==> config.mk <==
export PLATFORM = sky130hd
export DESIGN_NAME = spi_s
export DESIGN_NICKNAME = d
export VERILOG_FILES = /design/src/rtl/spi_pkg.sv /design/src/rtl/spi_sync.sv /design/src/rtl/spi_s.sv
export SDC_FILE = /design/constraint.sdc
export NUM_CORES = 1
export LEC_CHECK = 0
export ABC_AREA = 1
export CELL_PAD_IN_SITES_DETAIL_PLACEMENT = 0
export CELL_PAD_IN_SITES_GLOBAL_PLACEMENT = 1
export CORE_ASPECT_RATIO = 1.1
export CORE_UTILIZATION = 40
export DETAILED_ROUTE_END_ITERATION = 8
export PLACE_DENSITY = 0.87
export SLEW_MARGIN = 20
export SYNTH_ARGS = -nofsm -noshare
export SYNTH_HDL_FRONTEND = slang
export SYNTH_SLANG_ARGS = --single-unit
==> constraint.sdc <==
create_clock -name clk -period 1.7 [get_ports clk]
set_input_delay 0.34 -clock clk [delete_from_list [all_inputs] [get_ports clk]]
set_output_delay 0.34 -clock clk [all_outputs]
set_load 0.02 [all_outputs]
==> src/rtl/spi_pkg.sv <==
// spi_pkg: shared types and constants for the SPI slave.
//   spi_s_state_t : slave FSM states
//   SPI_DATA_W    : default frame length
//   SPI_*_RST     : reset levels of the synchronized SPI pins
package spi_pkg;

    localparam int SPI_DATA_W = 32;

    localparam logic SPI_CS_N_RST = 1'b1;
    localparam logic SPI_SCLK_RST = 1'b0;
    localparam logic SPI_MOSI_RST = 1'b0;

    typedef enum logic [1:0] {
        WAIT_CS = 2'd0,
        IDLE    = 2'd1,
        SHIFT   = 2'd2
    } spi_s_state_t;

endpackage

==> src/rtl/spi_sync.sv <==
// spi_sync: brings one asynchronous pin into the clk domain and detects edges.
//   SYNC_STAGES : synchronizer depth (>= 2)
//   RST_LVL     : value every flop takes in reset
//   clk, rst_n  : system clock, synchronous active-low reset
//   pin         : asynchronous input
//   lvl         : synchronized level
//   rise, fall  : one-cycle edge strobes, from lvl versus the history flop
module spi_sync #(
    parameter int   SYNC_STAGES = 2,
    parameter logic RST_LVL     = 1'b0
) (
    input  logic clk,
    input  logic rst_n,
    input  logic pin,
    output logic lvl,
    output logic rise,
    output logic fall
);

    logic [SYNC_STAGES-1:0] sync_q;
    logic                   hist_q;

    always_ff @(posedge clk) begin
        if (!rst_n) begin
            sync_q <= {SYNC_STAGES{RST_LVL}};
            hist_q <= RST_LVL;
        end else begin
            sync_q <= {sync_q[SYNC_STAGES-2:0], pin};
            hist_q <= sync_q[SYNC_STAGES-1];
        end
    end

    assign lvl  = sync_q[SYNC_STAGES-1];
    assign rise = lvl & ~hist_q;
    assign fall = ~lvl & hist_q;

endmodule

==> src/rtl/spi_s.sv <==
// spi_s: SPI mode-0 slave, MSB first, fixed DATA_W-bit frames framed by cs_n.
// All SPI pins are oversampled in the clk domain.
//   clk, rst_n          : system clock, synchronous active-low reset
//   sclk, cs_n, mosi    : asynchronous SPI pins from the master
//   miso, miso_oe       : slave data out and pad output enable
//   tx_data/valid/ready : one-entry transmit buffer write port
//   rx_data, rx_valid   : last complete received word, one-cycle update strobe
//   frame_err           : pulse, cs_n released mid-frame
//   tx_underrun         : pulse, frame started with the transmit buffer empty
//   busy                : high while shifting a frame
// Build option: SPI_S_ECHO_EN makes an underrun frame send the last received
// word instead of zeros.
//
// state   | meaning
// WAIT_CS | frame done or after reset; wait until cs_n is seen high
// IDLE    | deselected, armed for a cs_n fall
// SHIFT   | frame in progress
module spi_s
    import spi_pkg::*;
#(
    parameter int DATA_W      = SPI_DATA_W,
    parameter int SYNC_STAGES = 2
) (
    input  logic              clk,
    input  logic              rst_n,
    input  logic              sclk,
    input  logic              cs_n,
    input  logic              mosi,
    output logic              miso,
    output logic              miso_oe,
    input  logic [DATA_W-1:0] tx_data,
    input  logic              tx_valid,
    output logic              tx_ready,
    output logic [DATA_W-1:0] rx_data,
    output logic              rx_valid,
    output logic              frame_err,
    output logic              tx_underrun,
    output logic              busy
);

    localparam int CNT_W = $clog2(DATA_W) + 1;

    logic cs_lvl, cs_rise, cs_fall;
    logic sclk_rise, sclk_fall, sclk_lvl_unused;
    logic mosi_lvl, mosi_rise_unused, mosi_fall_unused;

    spi_sync #(.SYNC_STAGES(SYNC_STAGES), .RST_LVL(SPI_CS_N_RST)) u_sync_cs (
        .clk(clk), .rst_n(rst_n), .pin(cs_n),
        .lvl(cs_lvl), .rise(cs_rise), .fall(cs_fall)
    );

    spi_sync #(.SYNC_STAGES(SYNC_STAGES), .RST_LVL(SPI_SCLK_RST)) u_sync_sclk (
        .clk(clk), .rst_n(rst_n), .pin(sclk),
        .lvl(sclk_lvl_unused), .rise(sclk_rise), .fall(sclk_fall)
    );

    spi_sync #(.SYNC_STAGES(SYNC_STAGES), .RST_LVL(SPI_MOSI_RST)) u_sync_mosi (
        .clk(clk), .rst_n(rst_n), .pin(mosi),
        .lvl(mosi_lvl), .rise(mosi_rise_unused), .fall(mosi_fall_unused)
    );

    spi_s_state_t        state;
    logic [CNT_W-1:0]    bit_cnt;
    logic [DATA_W-1:0]   tx_shift;
    // Only DATA_W-1 bits are kept; the last bit goes straight into rx_data.
    logic [DATA_W-2:0]   rx_shift;
    logic [DATA_W-1:0]   buf_data;
    logic                buf_full;
    logic [DATA_W-1:0]   fallback;
    // The cs_n synchronizer resets to "deselected", so right after reset its
    // level is not the real pin yet. warm_q fills with ones until the chain
    // has been flushed with post-reset samples; WAIT_CS does not trust
    // cs_lvl before that, so a select held low through reset is not taken
    // as a fresh frame.
    logic [SYNC_STAGES:0] warm_q;

`ifdef SPI_S_ECHO_EN
    assign fallback = rx_data;
`else
    assign fallback = '0;
`endif

    always_ff @(posedge clk) begin
        if (!rst_n) begin
            state       <= WAIT_CS;
            bit_cnt     <= '0;
            tx_shift    <= '0;
            rx_shift    <= '0;
            rx_data     <= '0;
            rx_valid    <= 1'b0;
            frame_err   <= 1'b0;
            tx_underrun <= 1'b0;
            buf_data    <= '0;
            buf_full    <= 1'b0;
            warm_q      <= '0;
        end else begin
            rx_valid    <= 1'b0;
            frame_err   <= 1'b0;
            tx_underrun <= 1'b0;
            warm_q      <= {warm_q[SYNC_STAGES-1:0], 1'b1};

            // A write needs the buffer empty and a consume needs it full, so
            // the two never collide; a write landing on a frame start is
            // simply kept for the next frame.
            if (tx_valid && !buf_full) begin
                buf_data <= tx_data;
                buf_full <= 1'b1;
            end

            case (state)
                WAIT_CS: begin
                    if (warm_q[SYNC_STAGES] && cs_lvl) begin
                        state <= IDLE;
                    end
                end
                IDLE: begin
                    if (cs_fall) begin
                        state   <= SHIFT;
                        bit_cnt <= '0;
                        if (buf_full) begin
                            tx_shift <= buf_data;
                            buf_full <= 1'b0;
                        end else begin
                            tx_shift    <= fallback;
                            tx_underrun <= 1'b1;
                        end
                    end
                end
                SHIFT: begin
                    if (cs_rise) begin
                        frame_err <= 1'b1;
                        state     <= IDLE;
                    end else if (sclk_rise) begin
                        rx_shift <= {rx_shift[DATA_W-3:0], mosi_lvl};
                        bit_cnt  <= bit_cnt + 1'b1;
                        if (bit_cnt == CNT_W'(DATA_W - 1)) begin
                            rx_data  <= {rx_shift, mosi_lvl};
                            rx_valid <= 1'b1;
                            state    <= WAIT_CS;
                        end
                    end else if (sclk_fall) begin
                        tx_shift <= {tx_shift[DATA_W-2:0], 1'b0};
                    end
                end
                default: state <= WAIT_CS;
            endcase
        end
    end

    // miso is the MSB of a register, so it holds when deselected and is 0 in reset.
    assign miso     = tx_shift[DATA_W-1];
    assign miso_oe  = ~cs_lvl;
    assign tx_ready = ~buf_full;
    assign busy     = (state == SHIFT);

endmodule

==> metrics.md <==
| Metric | Value |
|---|---|
| HPWL after detailed placement | slightly above 8 mm |
| Endpoint of the lowest-slack register-to-register path | rx_data[4]$_SDFFE_PN0P_ |
| Number of warning messages in the yosys log | 0 |
| Count of pins over their slew limit | 0 |
| Final Critical Period | 1.667 ns |
| Critical path destination | tx_underrun |
| Fraction of synthesized area in multiplexers | 0 |
| DRC violation count after routing | 0 |
| Max-Slew Margin vs Limit | 0.7525 |
| Simple-gate area share of the yosys netlist | 0.2994 |
| Total die area | 15560 um2 |
| Crit path max-delay cell type | sky130_fd_sc_hd__clkdlybuf4s50_1 |
| Effective utilization at floorplan | 0.4138 |
| Hold crit path type | in -> reg |
| Avg Cell Area, Syn | 7.357 um2 |
| Port-buffer cells | between 70 and 80 |
| Class of the most critical setup path | reg -> out |
| Final net count | 928 |
| Number of antenna violations at the first check in global routing | 0 |
| Number of setup buffers added after CTS | 0 |
| Tcrit/Tclk final | 0.9807 |
| Distinct cells, synth | 29 |
| Layout Cells excl Fill | between 1000 and 1500 |
| Number of register bits inferred by synthesis | 150 |
| Count of endpoints failing hold in the final timing report | 0 |
| Die width | 119.0 um |
| Count of buffer and inverter cells on the critical path | 1 |
| Most used flip-flop cell after synthesis | sky130_fd_sc_hd__dfxtp_1 |
| Net count after synthesis | 858 |
| Clk_skew | 0.01016 ns |
| Maximum fanout along the worst path | 1 |
| Cell-by-cell listing of the critical path | clkdlybuf4s50_1 |
| Number of setup violations in the final report | 0 |
| Compound-cell area share of the yosys netlist | 0.1117 |
| Data arrival time at the worst-slack endpoint | roughly 1.3 ns |
| Smallest hold slack | 0.3271 ns |
| Post-Synthesis Cell Area | 6026 um2 |
| Launching element of the worst setup path | tx_underrun$_SDFF_PN0_ |
| Clock transition at the registers of the reported paths | 0.06 ns |
| Worst stage delay on the critical path | 0.60 ns |
| Ports | between 70 and 80 |
| Die H | roughly 130 um |
| Number of buffers inserted during clock tree synthesis | 17 |
| Routed Antenna Nets | 0 |
| Global placement routability congestion | 0.7942 |
| Transition time at the pin with the least slew margin | 0.3713 ns |
| Insertion delay of the later-clocked pin in the worst-skew pair | 0.42 ns |
| Number of global-route vias before repair | 4760 |
| Grt ovf | 0 |
| Power per standard cell area | approximately 1100 nW/um2 |
| Hold bufs inserted after CTS | 0 |
| Peak supply drop | 0.6351 mV |
| Max-cap viol count | 0 |
| Largest net degree at the start of global routing | 63 |
| Wire length per cell after detailed routing | 11.87 um |
| CTS H-tree lvls | 4 |
| Detailed-router iteration count before antenna repair | 4 |
| Overall routed net length | 12.99 mm |
| Number of placement rows | 46 |
| Dominant combinational cell family by area after synthesis | simple AND/OR/NAND/NOR gates |
| Worst endpoint required time | 1.36 ns |
| Clock root buffer | sky130_fd_sc_hd__clkbuf_16 |
| Gate Count Post-Synth | 819 |
| Leading cell types in the layout, fill and taps excluded | sky130_fd_sc_hd__nor2_1 (177), sky130_fd_sc_hd__nand2_1 (168), sky130_fd_sc_hd__dfxtp_1 (150) |
| Post-synth EDFFs | 0 |
| Part of the Yosys area used for sequential elements | 0.4983 |
| R2r startpoint | bit_cnt[0]$_SDFFE_PN0P_ |
| Global-route wire length before repair | around 22 mm |
| Peak Freq | roughly 600 MHz |
| Fraction of layout cells with a size suffix above 1 | 0.1164 |
| All-Layer GR Usage | 0.1756 |
| Post-synthesis xor/xnor area fraction | 0 |
| Vias | 5095 |
| Antenna diode count | 0 |
| Area share of fa/ha/maj cells after synthesis | 0.002076 |
| Most common cell after layout, fill and taps aside | sky130_fd_sc_hd__nor2_1 |
| Cell family with most CP delay | buffers and inverters |
| Area added between synthesis and finish | 25.91% |
| Critical path depth in cells | 1 |
| Clk sink count | 150 |
| Leakage power of the design | 3.326 nW |
| Startpoint kind of the worst setup timing path | flop |
| Critical path capture point type | output pin |
| R2r worst-path depth | 9 |
| 1st-iter DRT viols | between 200 and 250 |
| Avg Vias per Cell | 4.657 |
| Status | finished clean |
| Share of flip-flops with an asynchronous set or reset | 0 |
| Total negative slack for setup checks | 0 ns |
| # placed instances | 1061 |
| Worst-case register-to-register setup slack | approximately 0.15 ns |
| Number of fillers in the final layout | 1452 |
| CTS max path bufs | 2 |
| TritonCTS clock tree | yes |
| Placeable core area | about 15000 um2 |
| Setup repair after global routing missed its margin | no |
[sequential cells by signal, indices dropped and copies added (netlist names), 3 cells and up]
register	cells
rx_shift	31
buf_data	32
warm_q	3
rx_data	32
tx_shift	32
bit_cnt	6
[power by group]
part	total (mW)	internal [mW]	switching [mW]
sequential	3.68	3.62	0.0578
clock	3.93	2.53	1.40
combinational	0.542	0.241	0.301
total	8.15	6.40	1.76
[cell usage after synthesis (all sizes together), types with 2 or more instances]
cell type / count / area, um2
inv: 56 / 217.7
buf: 31 / 240.2
nand2: 174 / 686.9
nor2: 211 / 887.1
o21ai: 96 / 491.7
a21oi: 35 / 175.2
or2: 2 / 12.51
nand3: 37 / 190.2
dfxtp: 150 / 3003
nor3: 3 / 15.01
clkbuf: 19 / 71.32
nand4: 2 / 12.51
[cell type report]
| class | instances | area [um2] | area share |
|---|---|---|---|
| flip-flops and latches | 150 | 3003 | 0.3958 |
| multi-input cells | 562 | 2492 | 0.3285 |
| repair buffers | 101 | 1012 | 0.1334 |
| clock buffers | 24 | 471.7 | 0.06217 |
| well taps | 192 | 240.2 | 0.03166 |
| inverters | 57 | 221.5 | 0.02919 |
| clock inverters | 8 | 146.4 | 0.01929 |
[per-stage QoR]
| stage | setup WS [ns] | total power [mW] | area, um2 | util |
|---|---|---|---|---|
| 3_3_place_gp | 0.1591 | 4.301 | 6980 | 0.4794 |
| 5_1_grt | 0.006547 | 8.476 | 7587 | 0.5211 |
| 2_1_floorplan | 0.3241 | 4.095 | 6026 | - |
| 3_5_place_dp | 0.1469 | 4.307 | 6980 | 0.4794 |
| 4_1_cts | 0.00007372 | 8.243 | 7556 | 0.5189 |
| 6_report | 0.03289 | 8.153 | 7587 | 0.5211 |
[what timing repair did]
| action | 4_1_cts | 5_1_grt |
|---|---|---|
| hold endpoints to repair | 0 | 0 |
| endpoints found under the setup margin | 35 | 18 |
| resized for setup | 36 | 5 |
| cloned | 0 | 1 |
[kinds of logic (layout without fill, tap and decap cells)]
logic type               after synthesis  in the layout
AND/OR/NAND/NOR                      429            429
flip-flops                           150            150
buffers and inverters                107            190
adder cells (fa/ha/maj)                1              1
AO/OA/AOI/OAI                        132            132
[metal layers]
layer | track usage | part of all wire
met1 | 0.2088 | 0.47
met5 | 0 | 0
met2 | 0.2986 | 0.47
met4 | 0.07744 | 0.013
met3 | 0.04774 | 0.045
[worst min-delay path by stage]
| stage | from | end | slack (ns) | cells past startpoint |
|---|---|---|---|---|
| 2_1_floorplan | rst_n | warm_q[0]$_DFF_P_ | 0.37 | 0 |
| 3_3_place_gp | warm_q[0]$_DFF_P_ | warm_q[1]$_SDFF_PN0_ | 0.39 | 2 |
| 3_5_place_dp | warm_q[0]$_DFF_P_ | warm_q[1]$_SDFF_PN0_ | 0.40 | 2 |
| 4_1_cts | rst_n | tx_shift[10]$_SDFFE_PN0P_ | 0.31 | 3 |
| 5_1_grt | rst_n | tx_shift[10]$_SDFFE_PN0P_ | 0.33 | 3 |
| 6_report | rst_n | buf_data[10]$_SDFFE_PN0P_ | 0.33 | 3 |
Note: power is estimated with default switching activity, not from simulation.
